<file path="src/rtl/tpmem_pingpong.sv">
// Ping-pong transpose memory between the row and column DCT passes: rows in,
// columns out, only the first KEEP lanes stored, remaining columns optionally zero.
module tpmem_pingpong #(
  parameter int BW        = 8,
  parameter int N         = 8,
  parameter int KEEP      = 6,
  parameter int ZERO_FILL = 1
) (
  input  logic            i_clk,
  input  logic            i_Reset,
  input  logic [N*BW-1:0] i_data,
  input  logic            i_en,
  output logic            o_in_ready,
  output logic [N*BW-1:0] o_data,
  output logic            o_en,
  input  logic            i_out_ready,
  output logic [1:0]      o_full_banks
);

  localparam int CW    = ($clog2(N) > 0) ? $clog2(N) : 1;
  localparam int BEATS = (ZERO_FILL != 0) ? N : KEEP;

  typedef enum logic {EMPTY = 1'b0, FULL = 1'b1} bank_state_e;

  bank_state_e     bank_st [2];
  logic            wr_bank;
  logic            rd_bank;
  logic [CW-1:0]   wr_row;
  logic [CW-1:0]   rd_col;
  logic [BW-1:0]   mem [2][N][KEEP];
  logic [N*BW-1:0] col_data;
  logic            wr_fire;
  logic            wr_last;
  logic            rd_load;
  logic            rd_last;
  logic            unused_lanes;

  assign o_in_ready   = !i_Reset && (bank_st[wr_bank] == EMPTY);
  assign wr_fire      = i_en && o_in_ready;
  assign wr_last      = (wr_row == CW'(N - 1));
  assign rd_load      = !o_en || i_out_ready;
  assign rd_last      = (rd_col == CW'(BEATS - 1));
  assign o_full_banks = {1'b0, bank_st[0] == FULL} + {1'b0, bank_st[1] == FULL};
  // Lanes KEEP..N-1 are pruned on entry and never stored.
  assign unused_lanes = ^i_data;

  // NOTE: storage has no reset; its contents are don't-care until a row is written.
  always_ff @(posedge i_clk) begin
    if (wr_fire) begin
      for (int k = 0; k < KEEP; k++) begin
        mem[wr_bank][wr_row][k] <= i_data[(N-1-k)*BW +: BW];
      end
    end
  end

  // NOTE: every always_comb output gets a default first so no latch is inferred.
  always_comb begin
    col_data = '0;
    for (int r = 0; r < N; r++) begin
      for (int c = 0; c < KEEP; c++) begin
        if (rd_col == CW'(c)) begin
          col_data[(N-1-r)*BW +: BW] = mem[rd_bank][r][c];
        end
      end
    end
  end

  // NOTE: sequential state uses non-blocking assignments so all registers see pre-edge values.
  always_ff @(posedge i_clk) begin
    if (i_Reset) begin
      bank_st[0] <= EMPTY;
      bank_st[1] <= EMPTY;
      wr_bank    <= 1'b0;
      rd_bank    <= 1'b0;
      wr_row     <= '0;
      rd_col     <= '0;
      o_en       <= 1'b0;
      o_data     <= '0;
    end else begin
      if (wr_fire) begin
        if (wr_last) begin
          bank_st[wr_bank] <= FULL;
          wr_bank          <= !wr_bank;
          wr_row           <= '0;
        end else begin
          wr_row <= wr_row + CW'(1);
        end
      end
      // A fill and a release always target different banks, so both may land on one edge.
      if (rd_load) begin
        if (bank_st[rd_bank] == FULL) begin
          o_en   <= 1'b1;
          o_data <= col_data;
          if (rd_last) begin
            bank_st[rd_bank] <= EMPTY;
            rd_bank          <= !rd_bank;
            rd_col           <= '0;
          end else begin
            rd_col <= rd_col + CW'(1);
          end
        end else begin
          o_en   <= 1'b0;
          o_data <= '0;
        end
      end
    end
  end

endmodule

</file>
<file path="config.mk">
export PLATFORM = sky130hd
export DESIGN_NAME = tpmem_pingpong
export DESIGN_NICKNAME = d
export VERILOG_FILES = /design/src/rtl/tpmem_pingpong.sv
export SDC_FILE = /design/constraint.sdc
export NUM_CORES = 1
export LEC_CHECK = 0
export ABC_AREA = 1
export CELL_PAD_IN_SITES_DETAIL_PLACEMENT = 1
export CELL_PAD_IN_SITES_GLOBAL_PLACEMENT = 2
export CORE_MARGIN = 3
export CORE_UTILIZATION = 41
export CTS_CLUSTER_SIZE = 28
export DETAILED_ROUTE_END_ITERATION = 6
export PLACE_DENSITY = 0.87
export SYNTH_ARGS = -nofsm -noshare
export SYNTH_HDL_FRONTEND = slang
export SYNTH_SLANG_ARGS = --single-unit
</file>
<file path="constraint.sdc">
create_clock -name i_clk -period 5.86 [get_ports i_clk]
set_input_delay 1.465 -clock i_clk [delete_from_list [all_inputs] [get_ports i_clk]]
set_output_delay 1.465 -clock i_clk [all_outputs]
set_load 0.05 [all_outputs]
</file>
# == After elaboration in Yosys (flattened, before gate mapping) ==
# Memory sizes are Yosys's and may differ from the RTL's. A register that Yosys moved wholly into a read port is not among the register bits.
# Cells that the tools add are included.
# classes
add_sub_neg,3
eq_ne,7
muxes,2014
n_reduce_logical,14
magnitude_cmp,2
bitwise,1922
# op_table
op,n
2-to-1 mux 384 bit,6
2-to-1 mux 1 bit,1945
OR 1 bit,1920
demux 48 bit (select 3 bit),6
2-to-1 mux 8 bit,49
2-to-1 mux 64 bit,1
2-to-1 mux 48 bit,1
2-to-1 mux 40 bit,1
2-to-1 mux 32 bit,1
2-to-1 mux 24 bit,1
2-to-1 mux 16 bit,1
"== test 3 bit, second input constant",4
"adder 3 x 1 -> 3 bit, second input constant",2
"== test 3 x 2 -> 1 bit, second input constant",2
2-to-1 mux 3 bit,2
">= comparator 4 bit, second input constant",1
logical NOT 1 bit,4
"less-than comparator 4 x 1 -> 1 bit, second input constant",1
inverter 3 -> 4 bit,1
AND reduction 2 bit,2
"== test 3 x 1 -> 1 bit, second input constant",1
logical AND 1 bit,3
logical NOT 3 bit,1
AND reduction 3 bit,1
4 further kinds,5
# word_totals
ff_bits,73
output_inout_bits,68
wordCells,3970
memories,2
inputBits,68
mem_bits_rw,770
# memory_table
memory,words,word_bits,rd,rd_clocked_by_memory_dff,write_ports,line_no,rtl
mem,2,384,1,1,1,30,logic [BW-1:0] mem [2][N][KEEP];
bank_st,2,1,4,2,2,25,bank_state_e bank_st [2];

# == Logic depth before layout (Yosys ltp) ==
# Gate-level depths: netlist of the first run.
# logic_depth
ltp_word,11
depth_mapped,14
depth_no_buf,13

# == Least setup slack after synthesis of the first run ==
# OpenSTA, ideal clock, no wires.
# synth_timing
path_type,input port to flip-flop
startpoint,input port i_Reset
endpoint,memory mem[0][288] (netlist name) (enable)
stages,7
t_required_ps,5406
t_arrival_ps,4967
n_path_buf,2
setup_time_ps,454
setup_slack_ps,439
cell_sequence,buf_2 -> a211oi_4 -> nand2_2 -> nor2_4 -> nand3_2 -> clkbuf_1 -> nor2_1
# synth_between
elab_chain_len,10
word_cells_on_any_way,15
classes_between,mux (7); bitwise (5); reduce/logical (3)
# synth_rtl
element,line_no,rtl
start: declaration,10,"input logic i_Reset,"
logical NOT 1 bit (*),38,assign o_in_ready = !i_Reset && (bank_st[wr_bank] == EMPTY);
logical AND 1 bit (*),38,
named net o_in_ready,13,"output logic o_in_ready,"
logical AND 1 bit (*),39,assign wr_fire = i_en && o_in_ready;
2-to-1 mux 1 bit (*),49,if (wr_fire) begin
2-to-1 mux 384 bit (implied by the code),51,mem[wr_bank][wr_row][k] <= i_data[(N-1-k)*BW +: BW];
OR 1 bit (no source line) (4 in series),n/a,
OR 1 bit (no source line) (*),n/a,
end: declaration,30,
# Mark *: on every way through the listed nets, which the timed path passes. The rest lies on a longest branch.

# == Worst setup path in the final report of the first run ==
# layout_timing
startpoint,input port i_Reset
endpoint,output port o_in_ready
# layout_between
elab_chain_len,2
# layout_rtl
element,line_no
logical NOT 1 bit,38
logical AND 1 bit,38
end: declaration,13
# No other way between the ends.

==> results of run 1 <==
worst max-delay path: stages:
cell	delay, ps
buf_4	260
a211oi_4	290
clkdlybuf4s50_1	840
cells in the final DEF, fill, tap and decap left out, types with 76 or more instances in the layout:
cell type,synthesis,final
nor2_1,154,135
o21ai_1,160,160
o21ai_0,229,229
edfxtp_1,768,768
dfxtp_1,77,76
clkbuf_16,0,94
nand3_1,128,128
nand2_1,1025,1023
clkdlybuf4s50_1,0,115
inv_1,248,248
a21oi_1,201,201
kinds of logic after synthesis:
logic type               Yosys count
flip-flops                       845
buffers and inverters            476
AND/OR/NAND/NOR                 1328
AO/OA/AOI/OAI                    789
adder cells (fa/ha/maj)            9
synthesized netlist by cell type, drive strengths merged:
cell type	number	share of area (%)
o21ai	391	5.4
nor2	156	1.6
inv	251	2.6
a32oi	1	0.024
edfxtp	768	64
o31ai	64	1.3
a31oi	64	1.1
a21oi	201	2.8
nor3	2	0.028
a211oi	2	0.076
nand2	1034	11
ha	9	0.31
clkinv	1	0.010
buf	106	1.5
o21a	64	1.3
o21bai	2	0.041
nand3	132	1.9
dfxtp	77	4.2
nand4	4	0.14
clkbuf	118	1.2
flip-flops by register name, summed over array words and instances (netlist names), named ones only:
name / cells
mem: 768
o_data: 64
rd_col: 3
wr_row: 3
bank_st: 2
o_en: 1
rd_bank: 1
wr_bank: 1
routing by layer:
layer | global-route usage, % | wire length, µm | up-vias
met2 | 43.6 | 58100 | 961
li1 | - | - | 12000
met4 | 9.96 | 4130 | 0
met5 | 0 | 0 | -
met3 | 4.74 | 9030 | 197
met1 | 32.6 | 48200 | 13500
worst max path at each step:
stage | end | startpoint | cells after the start | slack, ps
global placement | mem[0][334] | i_Reset | 7 | 1450
detailed placement | mem[0][326] | i_Reset | 7 | 1380
CTS | o_in_ready | i_Reset | 3 | 1500
global route | o_in_ready | i_Reset | 3 | 1460
floorplan | mem[0][288] | i_Reset | 7 | 440
finish | o_in_ready | i_Reset | 3 | 1530
per-stage QoR:
step	setup WS (ps)	power (mW)
after global routing	1460	13.1
after detailed placement	1380	7.24
after floorplan	439	6.98
after global placement	1450	7.22
final	1530	12.7
after CTS	1500	12.8
area by class of cell:
class | instances | area (µm²) | area share [%]
Tap cell | 1155 | 1450 | 3.48
Timing Repair Buffer | 177 | 1710 | 4.12
Inverter | 252 | 953 | 2.30
Clock inverter | 39 | 323 | 0.777
Clock buffer | 126 | 2560 | 6.17
Sequential cell | 845 | 24600 | 59.2
Antenna cell | 6 | 15.0 | 0.0362
Multi-Input combinational cell | 2126 | 9920 | 23.9
power by group:
part	internal [mW]	total [mW]	leakage (nW)	switching [mW]
Clock	3.26	5.62	1.42	2.36
Combinational	0.0971	0.480	6.62	0.383
Sequential	6.63	6.64	7.54	0.0117
==> key figures, run 1 <==
Final layout
  – Layout cell share with drive strength beyond 1: 6.70%
  – Final cell count without fillers: 4726
  – Area delta synth->final: 14.5%
  – Fillers: 9387
  – Nets: 3569
  – Final instance area: 0.0415 mm²
  – Core Util, Final: 47.6%

Global route
  – Vias in the first global route: 27300
  – Global Route Usage Sum: 25.7%
  – Largest net degree at the start of global routing: 165
  – Grt total ovfl: 0
  – First-pass GRT wire length: 173 mm
  – Initial antenna violation count: 16

Clock tree
  – Clk buf depth: 3
  – H-tree levels: 3
  – Worst-Skew Late Latency: 640 ps
  – Post-CTS Hold Buffers: 0
  – # clock sinks: 845
  – CTS tree: done
  – Clock transition at path regs: 60 ps
  – Post-CTS Setup Repair Bufs: 0
  – CTS Root Cell: clkbuf_16
  – Number of gates resized after CTS: 0
  – Total CTS buffers: 90

Min path
  – Worst hold endpoint: o_data[17]
  – Hold WC Path Type: flop to flop
  – Min-delay src: o_data[17]
  – Hold Crit Depth: 2

Die
  – Die height: 303 µm
  – Die width: 303 µm
  – DIE AREA: 0.0921 mm²
  – Initial Util: 41.6%
  – Cell row count: 108
  – Core area: 0.0873 mm²
  – Top Ports: 136

Timing
  – Crit share post-route: 73.8%
  – Worst-Margin Slew: 1190 ps
  – Max Slew Vio Count: 0
  – Final Hold Violating Endpoints: 0
  – RSZ-0062 raised after global routing: no
  – Setup violators final: 0
  – Worst hold slack: 463 ps
  – Max_slew headroom: 20.5%
  – Fin Clk Skew: 16.0 ps
  – Max frequency: 231 MHz
  – Min cycle time layout: 4330 ps
  – Setup_tns: 0 ps

Synth
  – Synth Register Bits: 845
  – Sequential area share after synthesis: 67.8%
  – Syn avg cell area: 10.5 µm²
  – Post-synthesis mux area share: 0%
  – Netlist Area Pre-Place: 0.0363 mm²
  – Post-Synth XOR/XNOR Area: 0%
  – Compound-cell area share of the yosys netlist: 12.1%
  – Mapped Nets: 3524
  – Post-Synth Adder-Cell Area: 0.310%
  – Largest family of logic cells by synthesized area: simple AND/OR/NAND/NOR gates
  – Simple-Gate Fraction of Synth Area: 14.4%
  – Synth unique cells: 30
  – Synthesized instance count: 3447
  – YS warnings: 0

Pwr
  – LEAKAGE: 15.6 nW
  – PwrDens: 307 mW/mm²
  – Worst vdd ir: 0.000192 V

Route
  – Via count: 26600
  – DRC viols: 0
  – Via density: 5.64
  – DR pass1 iterations: 5
  – Initial DRC count: 2526
  – DR WL/cell: 25.3 µm
  – WL final: 119 mm
  – Antenna viol nets, final: 0

Worst setup path
  – Max FO, Critical Path: 37
  – Startpoint types: input pin
  – Flop2flop setup slack: 2480 ps
  – Worst Reg-to-Reg Cells: 14
  – Reg2reg start: rd_col[0]
  – Worst Path Required: 4390 ps
  – Reg2Reg Capture Point: o_data[29]
  – Crit path capture type: output port
  – WP data arrival: 2860 ps
  – CP Class: input pin to output port

Placed design
  – Post-DP HPWL: 64.5 mm
  – Final GP Congestion: 0.755
  – # port buffers: 119
  – Post-placement cell count: 4555
  – Area after DPL: 0.0386 mm²

Outcome
  – Status: complete, no violations

Flow run
  – Max_cap viols: 0
Power figures use the tool's default switching activity.
==> run 2: changes to the inputs <==
Settings changed: CORE_UTILIZATION 41 to 37, PLACE_DENSITY 0.87 to 0.83.
Clock period 5.86 ns to 3.9 ns, I/O delays scaled along.
==> key figures, run 2 (synthesis gave the netlist of run 1 again) <==
Outcome
  – Status: complete, no violations (unchanged)

Clock tree
  – Clk buf depth: 3 (unchanged)
  – Post-CTS Setup Repair Bufs: 0 (unchanged)
  – Number of gates resized after CTS: 0 (unchanged)
  – Total CTS buffers: 92 (was 90)
  – CTS tree: done (unchanged)
  – H-tree levels: 3 (unchanged)
  – Post-CTS Hold Buffers: 0 (unchanged)
  – Worst-Skew Late Latency: 640 ps (about the same)
  – Clock transition at path regs: 60 ps (about the same)
  – CTS Root Cell: clkbuf_16 (unchanged)
  – # clock sinks: 845 (unchanged)

Worst setup path
  – Worst Path Required: 2920 ps (was 4390 ps)
  – Flop2flop setup slack: 1070 ps (was 2480 ps)
  – WP data arrival: 2210 ps (was 2860 ps)
  – Crit path capture type: output port (unchanged)
  – Startpoint types: flop (was input pin)
  – Max FO, Critical Path: 4 (was 37)
  – CP Class: flop to output port (was input pin to output port)

Timing
  – Worst-Margin Slew: 983 ps (was 1190 ps)
  – RSZ-0062 raised after global routing: no (unchanged)
  – Max_slew headroom: 34.4% (was 20.5%)
  – Max Slew Vio Count: 0 (unchanged)
  – Setup_tns: 0 ps (unchanged)
  – Crit share post-route: 81.7%
  – Final Hold Violating Endpoints: 0 (unchanged)
  – Max frequency: 314 MHz
  – Setup ws final: 715 ps (was 1530 ps)
  – Setup violators final: 0 (unchanged)
  – Fin Clk Skew: 14.4 ps (was 16.0 ps)
  – Min cycle time layout: 3190 ps

Die
  – Die height: 319 µm (was 303 µm)
  – Cell row count: 114 (was 108)
  – Core area: 0.0970 mm² (was 0.0873 mm²)
  – DIE AREA: 0.102 mm² (was 0.0921 mm²)
  – Top Ports: 136 (unchanged)
  – Die width: 319 µm (was 303 µm)
  – Initial Util: 37.4% (was 41.6%)

Pwr
  – PwrDens: 458 mW/mm² (was 307 mW/mm²)
  – Final Power: 19.4 mW (was 12.7 mW)
  – LEAKAGE: 15.9 nW (was 15.6 nW)
  – Worst vdd ir: 0.000312 V (was 0.000192 V)

Placed design
  – Final GP Congestion: 0.759 (was 0.755)
  – Setup slack at placement: 399 ps (was 1380 ps)
  – # port buffers: 119 (unchanged)
  – Post-DP HPWL: 65.7 mm (was 64.5 mm)

Global route
  – Vias in the first global route: 27500 (was 27300)
  – Grt total ovfl: 0 (unchanged)
  – First-pass GRT wire length: 177 mm (was 173 mm)
  – Largest net degree at the start of global routing: 149 (was 165)
  – Global Route Usage Sum: 23.4% (was 25.7%)
  – Initial antenna violation count: 11 (was 16)

Final layout
  – Reg with most FFs: mem (unchanged)
  – Fillers: 10500 (was 9387)
  – Max reg flops: 768 (unchanged)
  – Nets: 3612 (was 3569)
  – Largest registers: mem (768), o_data (64) (unchanged)
  – Layout cell share with drive strength beyond 1: 7.75% (was 6.70%)
  – Commonest non-fill, non-tap cell in the layout: nand2_1 (unchanged)
  – Sequential standard cell area: 0.0246 mm² (unchanged)
  – Area occupied by multi-input gates: 0.00992 mm² (unchanged)
  – Area delta synth->final: 16.7% (was 14.5%)
  – Most frequent cells in the layout: 1023 x nand2_1, 768 x edfxtp_1, 248 x inv_1 (unchanged)

Route
  – DR WL/cell: 24.6 µm (was 25.3 µm)
  – WL final: 120 mm (was 119 mm)
  – Antenna viol nets, final: 0 (unchanged)
  – Via density: 5.44 (was 5.64)
  – Initial DRC count: 2414 (was 2526)
  – DR pass1 iterations: 7 (was 5)
  – Via count: 26600 (about the same)
  – DRC viols: 0 (unchanged)

Min path
  – Hold WC Path Type: flop to flop (unchanged)

Flow run
  – Max_cap viols: 0 (unchanged)
[run 2: cell types whose count changed in the layout (fill, tap and decap cells not counted), sizes merged]
| cell | delta |
|---|---|
| buf | +42 |
| diode | -4 |
| clkinv | -2 |
| clkinvlp | -3 |
| clkbuf | +11 |
| clkdlybuf4s50 | -1 |
[run 2: final timing paths]
kind,start,depth (start not counted),to
setup / recovery,bank_st[1],2,o_full_banks[0]
hold / removal,o_data[53],2,o_data[53]
setup reg to reg,bank_st[0],8,mem[0][41]
hold reg to reg,o_data[53],2,o_data[53]
[run 2: power breakdown]
part | switching [mW] | internal [mW] | leakage, nW
registers | 0.0175 | 9.96 | 7.54
logic | 0.576 | 0.170 | 6.90
clock network | 3.59 | 5.06 | 1.46
total | 4.18 | 15.2 | 15.9
[run 2: critical path, cell delays in order, from the launching register on]
cell and delay (ps):
dfxtp_1 420, ha_1 340, clkdlybuf4s50_1 820
[run 2: layout make-up]
cell class	count	share of cell area [%]
Sequential cell	845	58.1
Multi-Input combinational cell	2126	23.4
Clock buffer	137	6.33
Timing Repair Buffer	218	5.41
Tap cell	1276	3.77
Inverter	252	2.25
Clock inverter	34	0.659
Antenna cell	2	0.0118
[run 2: through the flow]
step	instances	hold slack, ps	instance area [µm²]	util [%]
2_1_floorplan	3447	454	36300	-
3_3_place_gp	4717	452	39400	40.6
3_5_place_dp	4717	459	39400	40.6
4_1_cts	4888	464	42300	43.6
5_1_grt	4888	494	42300	43.6
6_report	4890	462	42300	43.6
[run 2: metal layers]
| layer | GRT usage, % | wire (µm) |
|---|---|---|
| met1 | 29.9 | 49100 |
| met2 | 40.7 | 59100 |
| met3 | 3.36 | 8160 |
| met4 | 7.72 | 4060 |
| met5 | 0 | 0 |
==> run 3: changes to the inputs <==
Settings changed: CORE_UTILIZATION 37 to 41, PLACE_DENSITY 0.83 to 0.87.
Clock period 3.9 ns to 3.09 ns, I/O delays scaled along.
==> key figures, run 3 (synthesis gave the netlist of run 1 again) <==
Outcome
  – Status: complete, no violations (unchanged)

Global route
  – Met2 usage: 43.7% (was 40.7%)
  – Largest net degree at the start of global routing: 107 (was 149)
  – Vias in the first global route: 27600 (was 27500)
  – First-pass GRT wire length: 175 mm (was 177 mm)
  – Grt total ovfl: 0 (unchanged)
  – Met3 GRT Util: 4.44% (was 3.36%)
  – Initial antenna violation count: 13 (was 11)
  – Global Route Usage Sum: 26.0% (was 23.4%)
  – Layer with the highest usage: met2 (unchanged)
  – Met1 Track Usage GR: 33.2% (was 29.9%)

Die
  – Cell row count: 108 (was 114)
  – DIE AREA: 0.0921 mm² (was 0.102 mm²)
  – Die width: 303 µm (was 319 µm)
  – Initial Util: 41.6% (was 37.4%)
  – Die height: 303 µm (was 319 µm)
  – Top Ports: 136 (unchanged)
  – Core area: 0.0873 mm² (was 0.0970 mm²)

Worst setup path
  – Reg2reg start: bank_st[0] (unchanged)
  – WP data arrival: 2170 ps (was 2210 ps)
  – Crit. Startpoint: bank_st[1] (unchanged)
  – Startpoint types: flop (unchanged)
  – Crit path capture type: output port (unchanged)
  – CP Class: flop to output port (unchanged)
  – Worst Path Required: 2320 ps (was 2920 ps)
  – Max FO, Critical Path: 4 (unchanged)

Route
  – DRC viols: 0 (unchanged)
  – Via density: 5.62 (was 5.44)
  – WL final: 120 mm (about the same)
  – Antenna viol nets, final: 0 (unchanged)
  – DR WL/cell: 24.9 µm (was 24.6 µm)
  – Via count: 27000 (was 26600)
  – DR pass1 iterations: 7 (unchanged)
  – Initial DRC count: 2457 (was 2414)

Final layout
  – Area occupied by multi-input gates: 0.00992 mm² (unchanged)
  – Commonest non-fill, non-tap cell in the layout: nand2_1 (unchanged)
  – Fillers: 9356 (was 10500)
  – Most frequent cells in the layout: 1023 x nand2_1, 768 x edfxtp_1, 248 x inv_1 (unchanged)
  – Max reg flops: 768 (unchanged)
  – Sequential standard cell area: 0.0246 mm² (unchanged)
  – Nets: 3646 (was 3612)
  – Reg with most FFs: mem (unchanged)
  – Layout cell share with drive strength beyond 1: 8.78% (was 7.75%)
  – Area delta synth->final: 17.6% (was 16.7%)
  – Largest registers: mem (768), o_data (64) (unchanged)

Timing
  – Worst-Margin Slew: 652 ps (was 983 ps)
  – Max frequency: 340 MHz
  – Crit share post-route: 95.3%
  – Max_slew headroom: 56.5% (was 34.4%)
  – Min cycle time layout: 2940 ps
  – Setup violators final: 0 (unchanged)
  – Worst hold slack: 464 ps (was 462 ps)
  – Max Slew Vio Count: 0 (unchanged)
  – Fin Clk Skew: 19.2 ps (was 14.4 ps)
  – RSZ-0062 raised after global routing: no (unchanged)
  – Final Hold Violating Endpoints: 0 (unchanged)

Clock tree
  – H-tree levels: 3 (unchanged)
  – Post-CTS Setup Repair Bufs: 0 (unchanged)
  – Clk buf depth: 3 (unchanged)
  – Post-CTS Hold Buffers: 0 (unchanged)
  – CTS tree: done (unchanged)
  – Clock transition at path regs: 60 ps (about the same)
  – Number of gates resized after CTS: 0 (unchanged)
  – Worst-Skew Late Latency: 640 ps (about the same)
  – CTS Root Cell: clkbuf_16 (unchanged)
  – Total CTS buffers: 89 (was 92)
  – # clock sinks: 845 (unchanged)

Placed design
  – Post-DP HPWL: 66.8 mm (was 65.7 mm)
  – Final GP Congestion: 0.778 (was 0.759)
  – # port buffers: 119 (unchanged)

Min path
  – Hold WC Path Type: flop to flop (unchanged)
  – Min-delay src: o_data[50] (was o_data[53])

Pwr
  – LEAKAGE: 16.1 nW (was 15.9 nW)
  – PwrDens: 574 mW/mm² (was 458 mW/mm²)
  – Worst vdd ir: 0.000362 V (was 0.000312 V)
  – Final Power: 24.5 mW (was 19.4 mW)

Flow run
  – Max_cap viols: 0 (unchanged)
-- run 3: cell types whose count changed in the layout (fill, tap and decap cells not counted), moves of 2 or more --
cell / before / now
buf_2: 3 / 0
clkinvlp_4: 0 / 4
clkinv_1: 14 / 12
clkdlybuf4s50_1: 114 / 117
inv_6: 0 / 2
clkbuf_1: 30 / 22
buf_4: 71 / 93
buf_12: 30 / 45
clkbuf_16: 97 / 93
bufinv_16: 5 / 8
-- run 3: worst max-delay path: stages (launching register included) --
cell and delay, ps:
dfxtp_1 390, ha_1 330, clkdlybuf4s50_1 810
-- run 3: where the power goes --
| group | switching, mW | internal, mW |
|---|---|---|
| registers | 0.0220 | 12.6 |
| logic | 0.752 | 0.240 |
| clock network | 4.45 | 6.44 |
| total | 5.22 | 19.3 |
-- run 3: area by class of cell --
| cell class | instances | area share, % |
|---|---|---|
| inverter | 252 | 2.23 |
| tap | 1155 | 3.39 |
| sequential | 845 | 57.7 |
| clock inverter | 41 | 0.968 |
| antenna | 1 | 0.00586 |
| clock buffer | 126 | 6.00 |
| multi-input combinational | 2126 | 23.2 |
| timing repair buffer | 255 | 6.49 |
-- run 3: per-stage QoR --
step	area [µm²]	cells	TNS, ps	util [%]	setup WS [ps]
2_1_floorplan	36500	3447	-114910	-	-182
3_5_place_dp	39700	4633	0	45.5	159
5_1_grt	42700	4800	0	48.9	119
6_report	42700	4801	0	48.9	146
4_1_cts	42700	4800	0	48.9	122
3_3_place_gp	39700	4633	0	45.5	191
-- run 3: worst paths after layout --
path / end / cells past startpoint / slack [ps]
max reg2reg: mem[0][150] / 8 / 400
max: o_full_banks[0] / 2 / 150
min reg2reg: o_data[50] / 2 / 460
min: o_data[50] / 2 / 460
-- run 3: layer usage --
layer	part of all wire (%)	vias to the layer above	routed length, µm
li1	-	12100	-
met1	40	13600	47500
met2	47	1018	56800
met3	8.6	212	10300
met4	4.3	0	5130
met5	0	-	0
